## src/rtl/main_fsm.sv

```systemverilog
// Multicycle processor main control FSM.
// Control outputs are registered alongside the state; pcWrite and illegal also look at live inputs.
module main_fsm (
    input  logic       clk,
    input  logic       reset,
    input  logic [6:0] op,
    input  logic       zero,
    output logic [1:0] aluOp,
    output logic [1:0] aluSrcA,
    output logic [1:0] aluSrcB,
    output logic [1:0] resultSrc,
    output logic       adrSrc,
    output logic       irWrite,
    output logic       regWrite,
    output logic       memWrite,
    output logic       pcWrite,
    output logic       illegal,
    output logic [3:0] state
);

    localparam logic [6:0] opLw   = 7'b0000011;
    localparam logic [6:0] opSw   = 7'b0100011;
    localparam logic [6:0] opR    = 7'b0110011;
    localparam logic [6:0] opI    = 7'b0010011;
    localparam logic [6:0] opJal  = 7'b1101111;
    localparam logic [6:0] opBeq  = 7'b1100011;

    typedef enum logic [3:0] {
        FETCH    = 4'd0,
        DECODE   = 4'd1,
        MEMADR   = 4'd2,
        MEMREAD  = 4'd3,
        MEMWB    = 4'd4,
        MEMWRITE = 4'd5,
        EXECR    = 4'd6,
        ALUWB    = 4'd7,
        EXECI    = 4'd8,
        JAL      = 4'd9,
        BEQ      = 4'd10
    } stateT;

    typedef struct packed {
        logic [1:0] aluOp;
        logic [1:0] aluSrcA;
        logic [1:0] aluSrcB;
        logic [1:0] resultSrc;
        logic       adrSrc;
        logic       irWrite;
        logic       regWrite;
        logic       memWrite;
        logic       pcUpdate;
        logic       branch;
    } ctrlT;

    stateT stateQ;
    ctrlT  ctrlQ;

    function automatic logic isLegal(logic [6:0] o);
        return (o == opLw) || (o == opSw) || (o == opR) || (o == opI) ||
               (o == opJal) || (o == opBeq);
    endfunction

    function automatic stateT nextOf(stateT s, logic [6:0] o);
        stateT n;
        n = FETCH;
        case (s)
            FETCH:   n = DECODE;
            DECODE: begin
                if (o == opLw || o == opSw) n = MEMADR;
                else if (o == opR)          n = EXECR;
                else if (o == opI)          n = EXECI;
                else if (o == opJal)        n = JAL;
                else if (o == opBeq)        n = BEQ;
                else                        n = FETCH;
            end
            MEMADR:  n = (o == opLw) ? MEMREAD : MEMWRITE;
            MEMREAD: n = MEMWB;
            EXECR:   n = ALUWB;
            EXECI:   n = ALUWB;
            JAL:     n = ALUWB;
            default: n = FETCH;
        endcase
        return n;
    endfunction

    // Codes 11-15 fall into the default arm: everything low.
    function automatic ctrlT ctrlOf(stateT s);
        ctrlT c;
        c = '0;
        case (s)
            FETCH: begin
                c.irWrite  = 1'b1;
                c.aluSrcB  = 2'b10;
                c.resultSrc = 2'b10;
                c.pcUpdate = 1'b1;
            end
            DECODE: begin
                c.aluSrcA = 2'b01;
                c.aluSrcB = 2'b01;
            end
            MEMADR: begin
                c.aluSrcA = 2'b10;
                c.aluSrcB = 2'b01;
            end
            MEMREAD:  c.adrSrc = 1'b1;
            MEMWB: begin
                c.resultSrc = 2'b01;
                c.regWrite  = 1'b1;
            end
            MEMWRITE: begin
                c.adrSrc   = 1'b1;
                c.memWrite = 1'b1;
            end
            EXECR: begin
                c.aluSrcA = 2'b10;
                c.aluOp   = 2'b10;
            end
            EXECI: begin
                c.aluSrcA = 2'b10;
                c.aluSrcB = 2'b01;
                c.aluOp   = 2'b10;
            end
            ALUWB:    c.regWrite = 1'b1;
            JAL: begin
                c.aluSrcA  = 2'b01;
                c.aluSrcB  = 2'b10;
                c.pcUpdate = 1'b1;
            end
            BEQ: begin
                c.aluSrcA = 2'b10;
                c.aluOp   = 2'b01;
                c.branch  = 1'b1;
            end
            default: c = '0;
        endcase
        return c;
    endfunction

    always_ff @(posedge clk) begin
        if (reset) begin
            stateQ <= FETCH;
            ctrlQ  <= ctrlOf(FETCH);
        end else begin
            stateQ <= nextOf(stateQ, op);
            ctrlQ  <= ctrlOf(nextOf(stateQ, op));
        end
    end

    assign aluOp     = ctrlQ.aluOp;
    assign aluSrcA   = ctrlQ.aluSrcA;
    assign aluSrcB   = ctrlQ.aluSrcB;
    assign resultSrc = ctrlQ.resultSrc;
    assign adrSrc    = ctrlQ.adrSrc;
    assign irWrite   = ctrlQ.irWrite;
    assign regWrite  = ctrlQ.regWrite;
    assign memWrite  = ctrlQ.memWrite;
    assign pcWrite   = ctrlQ.pcUpdate | (ctrlQ.branch & zero);
    assign illegal   = (stateQ == DECODE) && !isLegal(op);
    assign state     = stateQ;

endmodule

```

## config.mk

```make
export PLATFORM = sky130hd
export DESIGN_NAME = main_fsm
export DESIGN_NICKNAME = d
export VERILOG_FILES = /design/src/rtl/main_fsm.sv
export SDC_FILE = /design/constraint.sdc
export NUM_CORES = 1
export LEC_CHECK = 0
export CAP_MARGIN = 20
export CORE_UTILIZATION = 47
export CTS_CLUSTER_SIZE = 28
export DETAILED_ROUTE_END_ITERATION = 8
export PLACE_DENSITY_LB_ADDON = 0.3
export SYNTH_ARGS = -nofsm -noshare
export SYNTH_HDL_FRONTEND = slang
export SYNTH_SLANG_ARGS = --single-unit
```

## constraint.sdc

```tcl
create_clock -name clk -period 3.7 [get_ports clk]
set_input_delay 1.11 -clock clk [delete_from_list [all_inputs] [get_ports clk]]
set_output_delay 1.11 -clock clk [all_outputs]
set_load 0.005 [all_outputs]
```

# ---- Yosys cells after proc, flatten, opt, wreduce, memory -nomap -nowiden
# Cells that the tools add are included.
dict set report totals {
  ff_bits 18
  latchBits 0
  ram_bits 0
  romBits 0
  input_bits 10
  out_inout_bits 18
  n_memories 0
}
dict set report classes {
  n_addsub 0
  multipliers 0
  div_mod_pow 0
  n_lt_le_gt_ge 0
  n_eq_ne 22
  shifts 0
  muxes 18
  n_bitwise 2
  reduce_logical 17
}
# op n
set op_table {}
lappend op_table {{4-bit two-way mux} 6}
lappend op_table {{4-bit by 3-bit == test with 1-bit output, second input constant} 5}
lappend op_table {{4-bit == test, second input constant} 5}
lappend op_table {{4-bit one-hot mux with 5 select lines} 1}
lappend op_table {{4-bit by 2-bit == test with 1-bit output, second input constant} 4}
lappend op_table {{2-bit one-hot mux with 2 select lines} 4}
lappend op_table {{7-bit by 6-bit == test with 1-bit output, second input constant} 2}
lappend op_table {{7-bit == test, second input constant} 2}
lappend op_table {{2-bit OR reduction} 5}
lappend op_table {{4-bit by 1-bit == test with 1-bit output, second input constant} 2}
lappend op_table {{4-bit logical NOT} 2}
lappend op_table {{7-bit by 2-bit == test with 1-bit output, second input constant} 1}
lappend op_table {{7-bit by 5-bit == test with 1-bit output, second input constant} 1}
lappend op_table {{1-bit two-way mux} 6}
lappend op_table {{3-bit OR reduction} 2}
lappend op_table {{1-bit logical OR} 5}
lappend op_table {{4-bit OR reduction} 1}
lappend op_table {{3-bit two-way mux} 1}
lappend op_table {{1-bit AND} 1}
lappend op_table {{1-bit logical AND} 1}
lappend op_table {{1-bit logical NOT} 1}
lappend op_table {{1-bit OR} 1}

# ---- Longest topological paths before layout
dict set report logic_depth {
  word_depth 11
  depth_mapped 7
}

# ---- Worst setup path after synthesis
# No wires, ideal clock.
dict set report synth_timing {
  path_type {in2out}
  start {in op[6]}
  end {out illegal}
  arrival_ns 1.752
  required_time_ns 2.590
  setup_slack_ns 0.838
  path_stages 3
  path_buffers 0
  path_cell_list {nand4_1 -> or3_1 -> nor3b_1}
}
dict set report synth_via {
  elab_chain_cells 8
  elab_cells_between_ends 13
  cone_classes {eq/ne: 6; reduce/logical: 7}
}
# item line_no
set synth_rtl {}
lappend synth_rtl {{start: declaration} 6} ;# input logic [6:0] op,
lappend synth_rtl {{7-bit by 2-bit == test with 1-bit output / 7-bit by 6-bit == test with 1-bit output (equally long branches)} 59} ;# return (o == opLw) || (o == opSw) || (o == opR) || (o == opI) ||
lappend synth_rtl {{1-bit logical OR (4 in a row)} 59}
lappend synth_rtl {{1-bit logical OR (*)} 60} ;# (o == opJal) || (o == opBeq);
lappend synth_rtl {{1-bit logical NOT (*)} 158} ;# assign illegal = (stateQ == DECODE) && !isLegal(op);
lappend synth_rtl {{1-bit logical AND (*)} 158}
lappend synth_rtl {{end: declaration} 17} ;# output logic illegal,
# Mark *: on every way between the ends. The rest lies on a longest branch, timed or not.

# ---- Worst setup path in the final report
dict set report layout_timing {
  start {in op[2]}
  end {out illegal}
}
# Same word-level chain as after synthesis.

==> flow_summary.json <==
{
  "synth_seq_cells": 16,
  "grt_max_degree": 12,
  "most-common-layout-cells": "22 x clkdlybuf4s50_1, 19 x buf_4, 16 x dfxtp_1",
  "hold_buffers": 0,
  "fp.dieArea_um2": 1940,
  "regToRegStartpoint": "state[3]",
  "dr.pass1.iters": 6,
  "setup_viol": 0,
  "area_delta_synth_final_pct": 47.7,
  "layout-drive-gt1-share_pct": 25.2,
  "r2r_setup_slack_ns": 1.49,
  "cp.required_ns": 2.59,
  "outcome": "finished clean",
  "crit_fanout": 4,
  "synth.net_count": 99,
  "final_area_um2": 1230,
  "gp_congestion": 0.797,
  "grt_overflow": 0,
  "arrival_ns": 2.54,
  "finalCritPeriodShare_pct": 98.7,
  "cts.sinks": 16,
  "vias": 813,
  "fin_nets": 138,
  "total_power_mw": 0.372,
  "num_rows": 14,
  "clk_latency_ns": 0.28,
  "crit_chain": "clkdlybuf4s50_1 -> xor2_1 -> or3_1 -> nor3b_1 -> dlygate4sd2_1",
  "ys.warnings.count": 0,
  "finalHoldViolCount": 0,
  "cts_htree_levels": 1,
  "cts.clk_slew.worst_paths_ns": 0.08,
  "synth.yosys.seq_area_share_pct": 38.6,
  "rr_endpoint": "aluSrcB[1]",
  "chipWidth_um": 44.0,
  "routed_wl_um": 2050,
  "fill_cells": 107,
  "vias_per_cell": 5.69,
  "worstRegToRegCells": 5,
  "remaining_drc_errors": 0,
  "drv_slew": 0,
  "worstMarginPinSlew_ns": 0.598,
  "clock.fmax_mhz": 274,
  "clock_path_buffers": 2,
  "start_util_pct": 52.7,
  "grt_pass1_wl_um": 3090,
  "wl_per_cell_um": 14.3,
  "port_buffers": 27,
  "min_to": "adrSrc",
  "endpoint_kind": "primary output",
  "cp-start-kind": "primary input",
  "hold_start": "state[0]",
  "yosysUniqueCellTypes": 38,
  "root_buffer": "clkbuf_4",
  "synth.cell_area_um2": 831,
  "peakVddDrop_mv": 0.253,
  "min_delay_path_depth": 2,
  "holdCritPathClass": "reg -> reg",
  "crit_type": "in -> out",
  "cellLeakagePower_nw": 0.515,
  "max_stage_delay_ns": 0.47,
  "num_antenna_cells": 0,
  "maxCapViolations": 0,
  "die_y_um": 44.0,
  "fin_tns_setup_ns": 0,
  "ant_nets": 0,
  "grt_usage_pct": 22.1,
  "ios": 28,
  "synth.avg_cell_area_um2": 9.33,
  "coreArea_um2": 1580,
  "antenna_found_initial": 0,
  "placed_area_um2": 1090,
  "cts_buffers": 3,
  "syn_inst": 89,
  "rsz0062_at_grt": "no",
  "power.density_nw_per_um2": 303,
  "final_common_cell": "clkdlybuf4s50_1",
  "dp_hpwl_um": 1270,
  "slew-limit-headroom_pct": 59.9,
  "cts_tree": "built",
  "hold_slack_ns": 0.720,
  "first_iter_violations": 35,
  "fin_crit_ns": 3.65,
  "grt_pass1_vias": 722,
  "finalClockSkew_ns": 0.00472,
  "cpMaxStageDelayCell": "clkdlybuf4s50_1"
}
[how the worst max path moves through the flow]
stage / to / cells past startpoint / from / slack, ns
5_1_grt: illegal / 5 / op[3] / 0.03
4_1_cts: aluSrcB[1] / 18 / op[6] / 0.02
3_3_place_gp: illegal / 5 / op[0] / -0.05
3_5_place_dp: illegal / 5 / op[0] / -0.08
2_1_floorplan: illegal / 3 / op[6] / 0.84
6_report: illegal / 5 / op[2] / 0.05
[kinds of logic after synthesis]
family,synth area share [%]
buf+inv,11.9
simple gates,29.8
compound gates,17.6
flops,38.6
xor+xnor,2.11
[final cells by class]
type	instances	area, um2	share of cell area, %
Sequential cell	16	320	26.1
Multi-Input combinational cell	59	425	34.7
Clock buffer	4	36.3	2.96
Tap cell	16	20.0	1.63
Timing Repair Buffer	46	418	34.0
Inverter	2	7.51	0.612
[state kept, by name (all words and copies together), names as in the netlist]
name       cells
ctrlQ          1
adrSrc         1
resultSrc      2
aluOp          2
memWrite       1
aluSrcB        2
state          4
regWrite       1
aluSrcA        2
[cells in the mapped netlist, drive strengths merged]
cell | instances | area share [%]
a2111oi | 1 | 3.3
a211oi | 2 | 1.8
a21bo | 1 | 1.2
a21o | 2 | 1.8
a21oi | 2 | 1.2
a22oi | 1 | 0.90
a41o | 1 | 1.2
and3b | 1 | 1.1
buf | 11 | 11
clkbuf | 1 | 0.45
dfxtp | 16 | 39
inv | 2 | 0.90
nand2 | 3 | 1.4
nand2b | 6 | 4.5
nand3 | 2 | 1.2
nand3b | 1 | 0.90
nand4 | 2 | 1.5
nand4bb | 1 | 1.4
nor2 | 11 | 5.0
nor2b | 2 | 1.5
nor3 | 2 | 1.2
nor3b | 2 | 1.8
nor4bb | 1 | 1.2
o21ai | 2 | 1.2
o22ai | 2 | 1.5
o31ai | 1 | 1.5
o41ai | 1 | 2.0
or2 | 2 | 1.5
or2b | 1 | 0.90
or3 | 1 | 0.75
or4b | 3 | 4.1
xnor2 | 1 | 1.1
xor2 | 1 | 1.1
[stage by stage]
stage,setup slack [ns],util [%],instances
floorplan,0.838,-,89
global placement,-0.0494,69.1,128
detailed placement,-0.0760,69.1,128
CTS,0.0213,76.5,143
global route,0.0277,77.9,143
finish,0.0474,77.9,143
[power breakdown]
group          leakage [nW]  switching (mW)  internal (mW)
clock                0.0210          0.0521         0.0599
combinational         0.363          0.0315         0.0453
sequential            0.131         0.00422          0.179
[routing by layer]
layer	vias up	GRT usage, %	wire, um
li1	385	-	-
met1	394	25.7	948
met2	32	38.2	961
met3	2	6.53	120
met4	0	8.48	19
met5	-	0	0
[critical path, delay by kind of cell]
kind | cells | cell delay, ns
AND/OR/NAND/NOR | 2 | 0.52
buffers and inverters | 2 | 0.73
XOR/XNOR | 1 | 0.19
[timing repair]
action                                  4_1_cts  5_1_grt
hold endpoints to repair                      0        0
setup buffers                                11        0
pin swaps                                     2        3
endpoints found under the setup margin        1        4
resized for setup                             3        6
Note: power is estimated with default switching activity, not from simulation.
